### config.mk
export PLATFORM = sky130hd
export DESIGN_NAME = ask_demod
export DESIGN_NICKNAME = d
export VERILOG_FILES = /design/src/rtl/ask_demod.sv
export SDC_FILE = /design/constraint.sdc
export NUM_CORES = 1
export LEC_CHECK = 0
export CAP_MARGIN = 20
export CORE_ASPECT_RATIO = 0.9
export CORE_MARGIN = 2
export CORE_UTILIZATION = 55
export DETAILED_ROUTE_END_ITERATION = 12
export GPL_TIMING_DRIVEN = 0
export PLACE_DENSITY = 0.76
export SLEW_MARGIN = 0
export SYNTH_ARGS = -nofsm -noshare
export SYNTH_HDL_FRONTEND = slang
export SYNTH_SLANG_ARGS = --single-unit
### constraint.sdc
create_clock -name clk -period 11.3 [get_ports clk]
set_input_delay 2.825 -clock clk [delete_from_list [all_inputs] [get_ports clk]]
set_output_delay 2.825 -clock clk [all_outputs]
set_load 0.005 [all_outputs]
### src/rtl/ask_demod.sv
// rtl/ask_demod.sv - OOK/ASK demodulator: rectify, integrate-and-dump, adaptive threshold.
// Optional build macro ASK_DEMOD_DC_TRACK_EN replaces the fixed midscale offset with a tracked DC estimate.
module ask_demod #(
  parameter int DATA_W     = 12,
  parameter int SPS        = 1200,
  parameter int ACC_W      = 24,
  parameter int TRAIN_SYMS = 8,
  parameter int MIN_SPREAD = 1024
) (
  input  logic              clk,
  input  logic              rst_n,
  input  logic [DATA_W-1:0] adc_data,
  input  logic              sample_en,
  input  logic              resync,
  output logic [ACC_W-1:0]  energy,
  output logic              bit_out,
  output logic              bit_valid,
  output logic              locked
);

  localparam int CNT_W  = (SPS > 1) ? $clog2(SPS) : 1;
  localparam int TCNT_W = $clog2(TRAIN_SYMS + 1);
  localparam logic [CNT_W-1:0]  CNT_LAST   = CNT_W'(SPS - 1);
  localparam logic [TCNT_W-1:0] TCNT_LAST  = TCNT_W'(TRAIN_SYMS - 1);
  localparam logic [ACC_W-1:0]  SPREAD_MIN = ACC_W'(MIN_SPREAD);
  localparam logic [DATA_W-1:0] R_MAX      = {1'b0, {(DATA_W-1){1'b1}}};

  typedef enum logic [1:0] {SETTLE, TRAIN, RUN} state_t;
  state_t state_q, state_d;

  logic [ACC_W-1:0]  acc_q, acc_d, energy_q, energy_d;
  logic [CNT_W-1:0]  cnt_q, cnt_d;
  logic [TCNT_W-1:0] tcnt_q, tcnt_d;
  logic [ACC_W-1:0]  hi_q, hi_d, lo_q, lo_d, thr_q, thr_d;
  logic [ACC_W-1:0]  emax_q, emax_d, emin_q, emin_d;
  logic              bit_q, bit_d, valid_q, valid_d;

  logic signed [DATA_W-1:0] x;
  logic [DATA_W-1:0]        r;
  logic [ACC_W-1:0]         e_new, emax_n, emin_n, hi_n, lo_n;
  logic                     accept, dump, spread_ok, bit_n;
  logic signed [ACC_W:0]    d_hi, d_lo;

  assign accept = sample_en & ~resync;
  assign dump   = accept && (cnt_q == CNT_LAST);

`ifdef ASK_DEMOD_DC_TRACK_EN
  localparam logic signed [DATA_W+1:0] X_HI = (DATA_W+2)'(2**(DATA_W-1) - 1);
  localparam logic signed [DATA_W+1:0] X_LO = -(DATA_W+2)'(2**(DATA_W-1));
  logic [DATA_W+7:0]        dc_q, dc_d;
  logic signed [DATA_W+1:0] diff;

  always_comb begin
    diff = $signed({2'b00, adc_data}) - $signed({2'b00, dc_q[DATA_W+7:8]});
    if (diff > X_HI)      x = X_HI[DATA_W-1:0];
    else if (diff < X_LO) x = X_LO[DATA_W-1:0];
    else                  x = diff[DATA_W-1:0];
    dc_d = accept ? dc_q + {{6{diff[DATA_W+1]}}, diff} : dc_q;
  end

  always_ff @(posedge clk) begin
    if (!rst_n) dc_q <= {1'b1, {(DATA_W+7){1'b0}}};
    else        dc_q <= dc_d;
  end
`else
  assign x = {~adc_data[DATA_W-1], adc_data[DATA_W-2:0]};
`endif

  // The most negative code has no positive twin, so it clips to full scale.
  always_comb begin
    if (x == {1'b1, {(DATA_W-1){1'b0}}}) r = R_MAX;
    else if (x[DATA_W-1])                r = -x;
    else                                 r = x;
  end

  assign e_new     = acc_q + {{(ACC_W-DATA_W){1'b0}}, r};
  assign emax_n    = (tcnt_q == '0 || e_new > emax_q) ? e_new : emax_q;
  assign emin_n    = (tcnt_q == '0 || e_new < emin_q) ? e_new : emin_q;
  assign spread_ok = (emax_n - emin_n) >= SPREAD_MIN;
  assign bit_n     = e_new > thr_q;
  assign d_hi      = ($signed({1'b0, e_new}) - $signed({1'b0, hi_q})) >>> 4;
  assign d_lo      = ($signed({1'b0, e_new}) - $signed({1'b0, lo_q})) >>> 4;
  assign hi_n      = bit_n ? ACC_W'($signed({1'b0, hi_q}) + d_hi) : hi_q;
  assign lo_n      = bit_n ? lo_q : ACC_W'($signed({1'b0, lo_q}) + d_lo);

  always_ff @(posedge clk) begin
    if (!rst_n) state_q <= SETTLE;
    else        state_q <= state_d;
  end

  always_comb begin
    state_d = state_q;
    if (resync) begin
      state_d = SETTLE;
    end else if (dump) begin
      case (state_q)
        SETTLE:  state_d = TRAIN;
        TRAIN:   if (tcnt_q == TCNT_LAST && spread_ok) state_d = RUN;
        default: state_d = RUN;
      endcase
    end
  end

  always_comb begin
    locked = (state_q == RUN);
  end

  always_comb begin
    acc_d    = acc_q;
    cnt_d    = cnt_q;
    energy_d = energy_q;
    tcnt_d   = tcnt_q;
    hi_d     = hi_q;
    lo_d     = lo_q;
    thr_d    = thr_q;
    emax_d   = emax_q;
    emin_d   = emin_q;
    bit_d    = bit_q;
    valid_d  = 1'b0;
    if (resync) begin
      acc_d = '0;
      cnt_d = '0;
    end else if (dump) begin
      acc_d    = '0;
      cnt_d    = '0;
      energy_d = e_new;
      case (state_q)
        SETTLE: tcnt_d = '0;
        TRAIN: begin
          emax_d = emax_n;
          emin_d = emin_n;
          if (tcnt_q == TCNT_LAST) begin
            tcnt_d = '0;
            if (spread_ok) begin
              hi_d  = emax_n;
              lo_d  = emin_n;
              thr_d = ACC_W'(({1'b0, emax_n} + {1'b0, emin_n}) >> 1);
            end
          end else begin
            tcnt_d = tcnt_q + 1'b1;
          end
        end
        default: begin
          bit_d   = bit_n;
          valid_d = 1'b1;
          hi_d    = hi_n;
          lo_d    = lo_n;
          thr_d   = ACC_W'(({1'b0, hi_n} + {1'b0, lo_n}) >> 1);
        end
      endcase
    end else if (accept) begin
      acc_d = e_new;
      cnt_d = cnt_q + 1'b1;
    end
  end

  always_ff @(posedge clk) begin
    if (!rst_n) begin
      acc_q    <= '0;
      cnt_q    <= '0;
      energy_q <= '0;
      tcnt_q   <= '0;
      hi_q     <= '0;
      lo_q     <= '0;
      thr_q    <= '0;
      emax_q   <= '0;
      emin_q   <= '0;
      bit_q    <= 1'b0;
      valid_q  <= 1'b0;
    end else begin
      acc_q    <= acc_d;
      cnt_q    <= cnt_d;
      energy_q <= energy_d;
      tcnt_q   <= tcnt_d;
      hi_q     <= hi_d;
      lo_q     <= lo_d;
      thr_q    <= thr_d;
      emax_q   <= emax_d;
      emin_q   <= emin_d;
      bit_q    <= bit_d;
      valid_q  <= valid_d;
    end
  end

  assign energy    = energy_q;
  assign bit_out   = bit_q;
  assign bit_valid = valid_q;

endmodule
==> results of run 1 <==
power groups by stage:
| stage | Clock (uW) | Sequential, uW | Combinational [uW] |
|---|---|---|---|
| final | 679 | 661 | 1330 |
| after global routing | 697 | 661 | 1430 |
| after CTS | 672 | 661 | 1230 |
| after detailed placement | 0 | 677 | 1150 |
| after global placement | 0 | 676 | 1130 |
| after floorplan | 0 | 676 | 860 |
what timing repair did:
item,4_1_cts,5_1_grt
pin swaps,25,46
hold buffers,0,0
buffers inserted,40,33
setup endpoints to repair,75,75
gates resized for setup,184,110
cloned,7,0
Yosys cell counts, drive strengths merged (10+ instances only):
cell	instances
dfxtp	187
nand2b	20
a211oi	55
mux2i	37
or2	14
o211ai	40
o21bai	15
nor4	17
nor2	263
nor2b	47
o21ai	135
inv	208
a21o	66
xnor2	111
nand4	27
o21a	30
clkbuf	91
and3	21
nand2	307
a21oi	275
or3	22
buf	10
ha	250
o31ai	17
nor3	58
and2	11
a31oi	27
xor2	44
mux2	25
nand3	51
worst register-to-register path, delay by kind of cell (launching register included):
kind | cells | cell delay, ns
flip-flops | 1 | 0.41
adder cells (fa/ha/maj) | 3 | 0.78
multiplexers | 1 | 0.36
buffers and inverters | 6 | 1.16
XOR/XNOR | 1 | 0.16
AND/OR/NAND/NOR | 5 | 1.04
AO/OA/AOI/OAI | 19 | 4.23
cell families after synthesis:
kind of cell             count (synthesis)  synth area share (%)
buffers and inverters                  309                  6.41
adder cells (fa/ha/maj)                256                  17.2
XOR/XNOR                               155                  7.18
multiplexers                            62                  3.45
AND/OR/NAND/NOR                        888                  21.4
AO/OA/AOI/OAI                          741                  24.6
flip-flops                             187                  19.8
registers in the layout, indices dropped and copies added (netlist names), 2 cells and up:
name	flops
hi_q	24
emin_q	24
state_q	2
lo_q	24
cnt_q	11
thr_q	24
tcnt_q	4
energy	24
acc_q	24
emax_q	24
through the flow:
stage | worst slack, ns | setup TNS, ns | power [uW] | utilization, %
2_1_floorplan | 0.0114 | 0 | 1540 | -
3_3_place_gp | -3.92 | -279.39 | 1800 | 58.7
3_5_place_dp | -3.81 | -275.12 | 1830 | 59.0
4_1_cts | -0.165 | -5.17 | 2560 | 64.7
5_1_grt | -0.457 | -25.03 | 2790 | 66.6
6_report | -0.220 | -8.08 | 2670 | 66.6
routing by layer:
metal | global-route usage [%] | wire length, um | part of all wire, % | up-vias
li1 | - | - | - | 9500
met1 | 56.7 | 30700 | 42 | 9795
met2 | 59.2 | 30700 | 42 | 1272
met3 | 8.95 | 9180 | 12 | 233
met4 | 15.1 | 3290 | 4.4 | 0
met5 | 0 | 0 | 0 | -
worst paths after layout:
check	startpoint	endpoint	slack, ns	depth (start not counted)
worst min-delay path	energy[6]	energy[6]	0.45	2
worst max register to register	acc_q[1]	thr_q[23]	3.02	35
worst max-delay path	adc_data[2]	thr_q[23]	-0.22	40
worst min register to register	energy[6]	energy[6]	0.45	2
area by class of cell:
class | instances | share of cell area, %
Buffer | 97 | 2.66
Clock buffer | 19 | 2.00
Clock inverter | 13 | 0.758
Antenna cell | 1 | 0.0111
Tap cell | 462 | 2.56
Timing Repair Buffer | 131 | 5.50
Sequential cell | 187 | 16.6
Multi-Input combinational cell | 2103 | 66.5
Inverter | 208 | 3.45
==> summary.txt, run 1 <==
Critical path
  • Data arrival at the endpoint of the critical path: 11.83 ns
  • Critical Path Max Stage Delay: 0.59 ns
  • Crit path max-delay family: compound AO/OA/AOI/OAI gates
  • Crit path launch type: input port
  • Maximum fanout encountered on the critical timing path: 10
  • Worst Path Buf+Inv: 7
  • Cell repeated most along the worst path: sky130_fd_sc_hd__a21o_1
  • Critical-path cell with the highest stage delay: sky130_fd_sc_hd__a2111oi_4
  • Setup CP Type: input port to flop
  • Endpoint required time on the critical path: 11.61 ns
  • Critical Path End Type: flop

Clocking
  • CTS tree: yes
  • Clock latency on the worst-skew pair: 0.47 ns
  • Clock sink count: 187
  • Clock transition time at the flip-flop clock pins of the worst setup and hold paths: 0.08 ns
  • Clock tree root buffer cell: sky130_fd_sc_hd__clkbuf_16
  • CTS Buffer Depth: 2
  • Level count of the clock H-tree: 4
  • Number of buffers created by CTS: 17

Detailed routing
  • Total via count in the routed design: 20800
  • Routed length per placed instance: 22.9 um
  • 1st-iter DRT viols: 2607
  • Average vias per placed instance: 6.46
  • Antenna Violating Nets Remaining: 0
  • Pre-antenna DRT Iters: 6
  • Detailed-route DRC error count: 0
  • Total wire length: 73900 um

STA
  • Actual slew at the worst max-slew pin: 1.22 ns
  • Final period util: 102%
  • Maximum operating frequency: 0.0868 GHz
  • Final hold violation count: 0
  • Clock skew after layout: 0.0164 ns
  • Max_slew headroom: 18.5%
  • Final-layout worst hold slack: 0.452 ns
  • Setup violations, final: 61
  • Slew Viols, Final: 0
  • RSZ-0062 raised after global routing: yes
  • Worst Slack Setup Final: -0.220 ns
  • Final critical delay including setup and external delays: 11.52 ns

Synthesis
  • Sequential element share of the synthesized area: 19.8%
  • Number of synthesized flops with an enable pin: 0
  • Average cell area after synthesis: 7.28 um2
  • Number of distinct standard cells referenced by the synthesized netlist: 77
  • Primary flip-flop cell chosen by synthesis mapping: sky130_fd_sc_hd__dfxtp_1
  • Proportion of synthesized flip-flops having asynchronous set or reset: 0%
  • Number of storage elements in the synthesis netlist: 187
  • Cell type with the largest total area after synthesis: sky130_fd_sc_hd__dfxtp_1
  • Leading cell types by total area after synthesis: sky130_fd_sc_hd__dfxtp_1, sky130_fd_sc_hd__ha_1, sky130_fd_sc_hd__a21oi_1, sky130_fd_sc_hd__nand2_1, sky130_fd_sc_hd__nor2_1
  • Number of warning messages in the yosys log: 0
  • Netlist area before placement: 18900 um2
  • Yosys top cell area share: 19.8%
  • Instance count of the mapped netlist: 2598
  • Synthesized net count: 2870

Global routing
  • Antenna violations before repair: 1
  • Pin count of the biggest net entering global routing: 19
  • Via count of the first global-routing pass: 19256
  • Tot GR Track Use: 40.1%
  • Grt total ovfl: 0
  • First-pass GRT wire length: 111000 um

Power and ir drop
  • Switching power: 1140 uW
  • Power per unit of standard cell area: 118 nW/um2
  • Reg power frac: 24.8%
  • Switching Share: 42.7%
  • Cell-internal power: 1530 uW
  • Clock network fraction of design power: 25.4%
  • Power share of the combinational group: 49.8%
  • Standby leakage power: 0.00933 uW
  • VDD IR-drop max: 0.116 mV

Layout
  • Total non-filler cell area in the finished layout: 22600 um2
  • Most common library cell in the layout ignoring fill and taps: sky130_fd_sc_hd__nand2_1
  • Number of filler cells placed in the layout: 2897
  • Area growth from synthesis to layout: 19.6%
  • Net count reported at finish: 3017
  • Ratio of cells with drive above 1 in the final layout: 12.8%
  • Multi-input gate area: 15000 um2
  • Seq. cell area: 3740 um2
  • Number of cells in the finished layout apart from fillers: 3221
  • Most frequent cells in the layout: sky130_fd_sc_hd__nand2_1, sky130_fd_sc_hd__nor2_1, sky130_fd_sc_hd__a21oi_1

Placement
  • I/O Buffers: 42
  • Global placer's final weighted congestion: 1.02
  • Half-perimeter wire length after placement: 54900 um
  • Placed cell count: 3117
  • Instance area after placement: 20000 um2

Die
  • Die area: 35900 um2
  • Initial cell density of the core: 55.7%
  • Area of the core: 34000 um2
  • Number of top-level pins: 43
  • Horiz. Die Dim: 200 um
  • Cell row count: 64
  • Die extent in y: 180 um

Outcome
  • Violations in the final reports: negative setup slack
  • Outcome: complete, but fails checks

Job
  • Number of maximum-capacitance constraint violations: 0

Min path
  • Type of the worst min-delay path: flop to flop
No activity file was read; power rests on OpenSTA's default activity.
==> run 2, diff against run 1 <==
CORE_MARGIN = 4   (was 2)
==> run 2 against run 1 <==
Critical path depth did not move. Sequential share of layout area up 0.10 points. First-iteration DRC count down 6.1%. Power is 2.3% lower. Sequential power is essentially flat. Hold slack better by 0.0014 ns. Global-route usage fell by 2.5 points. The run still ends with negative setup slack left.
==> summary.txt, run 2 (same netlist as run 1, synthesis figures left out) <==
STA
  • Actual slew at the worst max-slew pin: 1.15 ns (-0.0749 ns)
  • Slew Viols, Final: 0 (unchanged)
  • Final critical delay including setup and external delays: 11.40 ns (-0.123 ns)
  • Final period util: 101% (-1.1 points)
  • Max_slew headroom: 23.5% (+5.0 points)
  • Setup violations, final: 51 (-16%)
  • RSZ-0062 raised after global routing: yes
  • Clock skew after layout: 0.0169 ns (+0.000533 ns)
  • Final hold violation count: 0 (unchanged)
  • Maximum operating frequency: 0.0877 GHz (+1.1%)
  • Worst Slack Setup Final: -0.0971 ns (+0.123 ns)

Clocking
  • CTS Buffer Depth: 2 (unchanged)
  • Clock transition time at the flip-flop clock pins of the worst setup and hold paths: 0.08 ns (about the same)
  • Number of buffers created by CTS: 17 (unchanged)
  • Clock tree root buffer cell: sky130_fd_sc_hd__clkbuf_16
  • Clock sink count: 187 (unchanged)
  • Clock latency on the worst-skew pair: 0.48 ns (about the same)
  • CTS tree: yes
  • Hold_buf cts: 0 (unchanged)
  • Level count of the clock H-tree: 4 (unchanged)

Detailed routing
  • Total wire length: 74500 um (+0.92%)
  • Detailed-route DRC error count: 0 (unchanged)
  • 1st-iter DRT viols: 2447 (-6.1%)
  • Pre-antenna DRT Iters: 6 (unchanged)
  • Routed length per placed instance: 23.2 um (+0.95%)
  • Total via count in the routed design: 20598 (-0.97%)
  • Antenna Violating Nets Remaining: 0 (unchanged)
  • Average vias per placed instance: 6.40 (-0.94%)

Power and ir drop
  • Reg power frac: 25.3% (+0.5 points)
  • Power share of the combinational group: 50.8% (+1.0 points)
  • Clock network fraction of design power: 23.9% (-1.5 points)
  • Power per unit of standard cell area: 116 nW/um2 (-1.7%)
  • VDD IR-drop max: 0.103 mV (-11%)
  • Cell-internal power: 1480 uW (-3.4%)
  • Final total power: 2610 uW (-2.3%)
  • Switching power: 1130 uW (-0.89%)
  • Switching Share: 43.3% (+0.63 points)
  • Standby leakage power: 0.00927 uW (-0.69%)

Layout
  • Seq. cell area: 3740 um2 (unchanged)
  • Ratio of cells with drive above 1 in the final layout: 12.4% (-0.39 points)
  • Core utilization of the finished layout: 66.2% (-0.41 points)
  • Area growth from synthesis to layout: 18.8%
  • Most common library cell in the layout ignoring fill and taps: sky130_fd_sc_hd__nand2_1
  • Multi-input gate area: 14900 um2 (-0.81%)
  • Number of filler cells placed in the layout: 2976 (+2.7%)
  • Most frequent cells in the layout: sky130_fd_sc_hd__nand2_1, sky130_fd_sc_hd__nor2_1, sky130_fd_sc_hd__a21oi_1
  • Net count reported at finish: 3015 (-0.066%)
  • Number of cells in the finished layout apart from fillers: 3220 (-0.031%)

Critical path
  • Maximum fanout encountered on the critical timing path: 10 (unchanged)
  • Critical Path End Type: flop
  • Data arrival at the endpoint of the critical path: 11.76 ns (-0.07 ns)
  • Endpoint required time on the critical path: 11.67 ns (+0.06 ns)
  • Worst reg2reg path startpoint: acc_q[0]
  • Crit path max-delay family: compound AO/OA/AOI/OAI gates
  • Critical R2R Capture: thr_q[22]
  • Critical Path Max Stage Delay: 0.54 ns (-0.05 ns)
  • CP startpoint: adc_data[2]
  • Setup CP Type: input port to flop
  • Register-to-Register Path Depth: 38 (+8.6%)
  • Register-to-register path setup slack: 3.10 ns (+0.08 ns)
  • Crit path launch type: input port
  • Critical-path cell with the highest stage delay: sky130_fd_sc_hd__clkdlybuf4s50_1
  • Worst Path Buf+Inv: 9 (+2)

Job
  • Number of maximum-capacitance constraint violations: 0 (unchanged)

Min path
  • Start point of the worst min-delay path: energy[11]
  • Worst hold stages: 2 (unchanged)
  • Type of the worst min-delay path: flop to flop
  • Hold EP: energy[11]

Die
  • Cell row count: 64 (unchanged)
  • Horiz. Die Dim: 204 um (+2.0%)
  • Die area: 37400 um2 (+4.3%)
  • Initial cell density of the core: 55.7% (unchanged)
  • Area of the core: 34000 um2 (unchanged)
  • Die extent in y: 184 um (+2.2%)
  • Number of top-level pins: 43 (unchanged)

Global routing
  • First-pass GRT wire length: 110000 um (-0.85%)
  • Tot GR Track Use: 37.7% (-2.5 points)
  • Via count of the first global-routing pass: 18952 (-1.6%)
  • Pin count of the biggest net entering global routing: 19 (unchanged)
  • Grt total ovfl: 0 (unchanged)
  • Antenna violations before repair: 0 (-1)

Placement
  • Global placer's final weighted congestion: 1.05 (+3.0%)
  • I/O Buffers: 42 (unchanged)
  • Placed cell count: 3122 (+0.16%)
  • Half-perimeter wire length after placement: 56300 um (+2.6%)

Outcome
  • Outcome: complete, but fails checks
  • Violations in the final reports: negative setup slack
[run 2: layout make-up]
cell class | count | area share, %
Clock buffer | 18 | 1.95
Sequential cell | 187 | 16.7
Antenna cell | 2 | 0.0223
Timing Repair Buffer | 130 | 5.60
Tap cell | 462 | 2.57
Clock inverter | 14 | 0.573
Multi-Input combinational cell | 2102 | 66.4
Buffer | 97 | 2.77
Inverter | 208 | 3.47
[run 2: worst max-delay path by stage]
stage,slack [ns],cells past startpoint,endpoint
after floorplan,0.01,41,hi_q[2]
after global placement,-3.92,39,hi_q[21]
after detailed placement,-3.68,40,hi_q[14]
after CTS,-0.15,41,lo_q[16]
after global routing,-0.32,41,lo_q[1]
final,-0.1,40,lo_q[23]
[run 2: timing repair]
| item | CTS | global route |
|---|---|---|
| hold endpoints to repair | 0 | 0 |
| endpoints found under the setup margin | 75 | 75 |
| resized for setup | 184 | 112 |
| pin swaps | 34 | 37 |
| setup buffers | 47 | 17 |
| gates cloned | 5 | 5 |
[run 2: power groups by stage]
stage          logic (uW)  registers (uW)  clock network [uW]
2_1_floorplan         860             676                   0
3_3_place_gp         1140             676                   0
3_5_place_dp         1170             677                   0
4_1_cts              1250             661                 618
5_1_grt              1420             661                 645
6_report             1320             661                 623
[run 2: worst min-delay path: stages, from the launching register on]
cell and delay (ns):
sky130_fd_sc_hd__dfxtp_1 0.32, sky130_fd_sc_hd__nand2_1 0.05, sky130_fd_sc_hd__a21oi_1 0.05
[run 2: routing by layer]
| metal | vias up | share of wire, % | global-route usage [%] |
|---|---|---|---|
| li1 | 9472 | - | - |
| met1 | 9803 | 42 | 52.8 |
| met2 | 1117 | 41 | 56.5 |
| met3 | 206 | 12 | 9.05 |
| met4 | 0 | 4.5 | 13.9 |
| met5 | - | 0 | 0 |
[run 2: stage by stage]
step                setup slack (ns)  TNS [ns]  hold slack [ns]  cell area, um2
floorplan                     0.0114         0            0.432           18900
global placement               -3.92   -280.60            0.443           19900
detailed placement             -3.68   -264.56            0.445           20100
CTS                           -0.151     -3.81            0.454           21900
global route                  -0.319    -16.63            0.476           22500
finish                       -0.0971     -2.17            0.453           22500
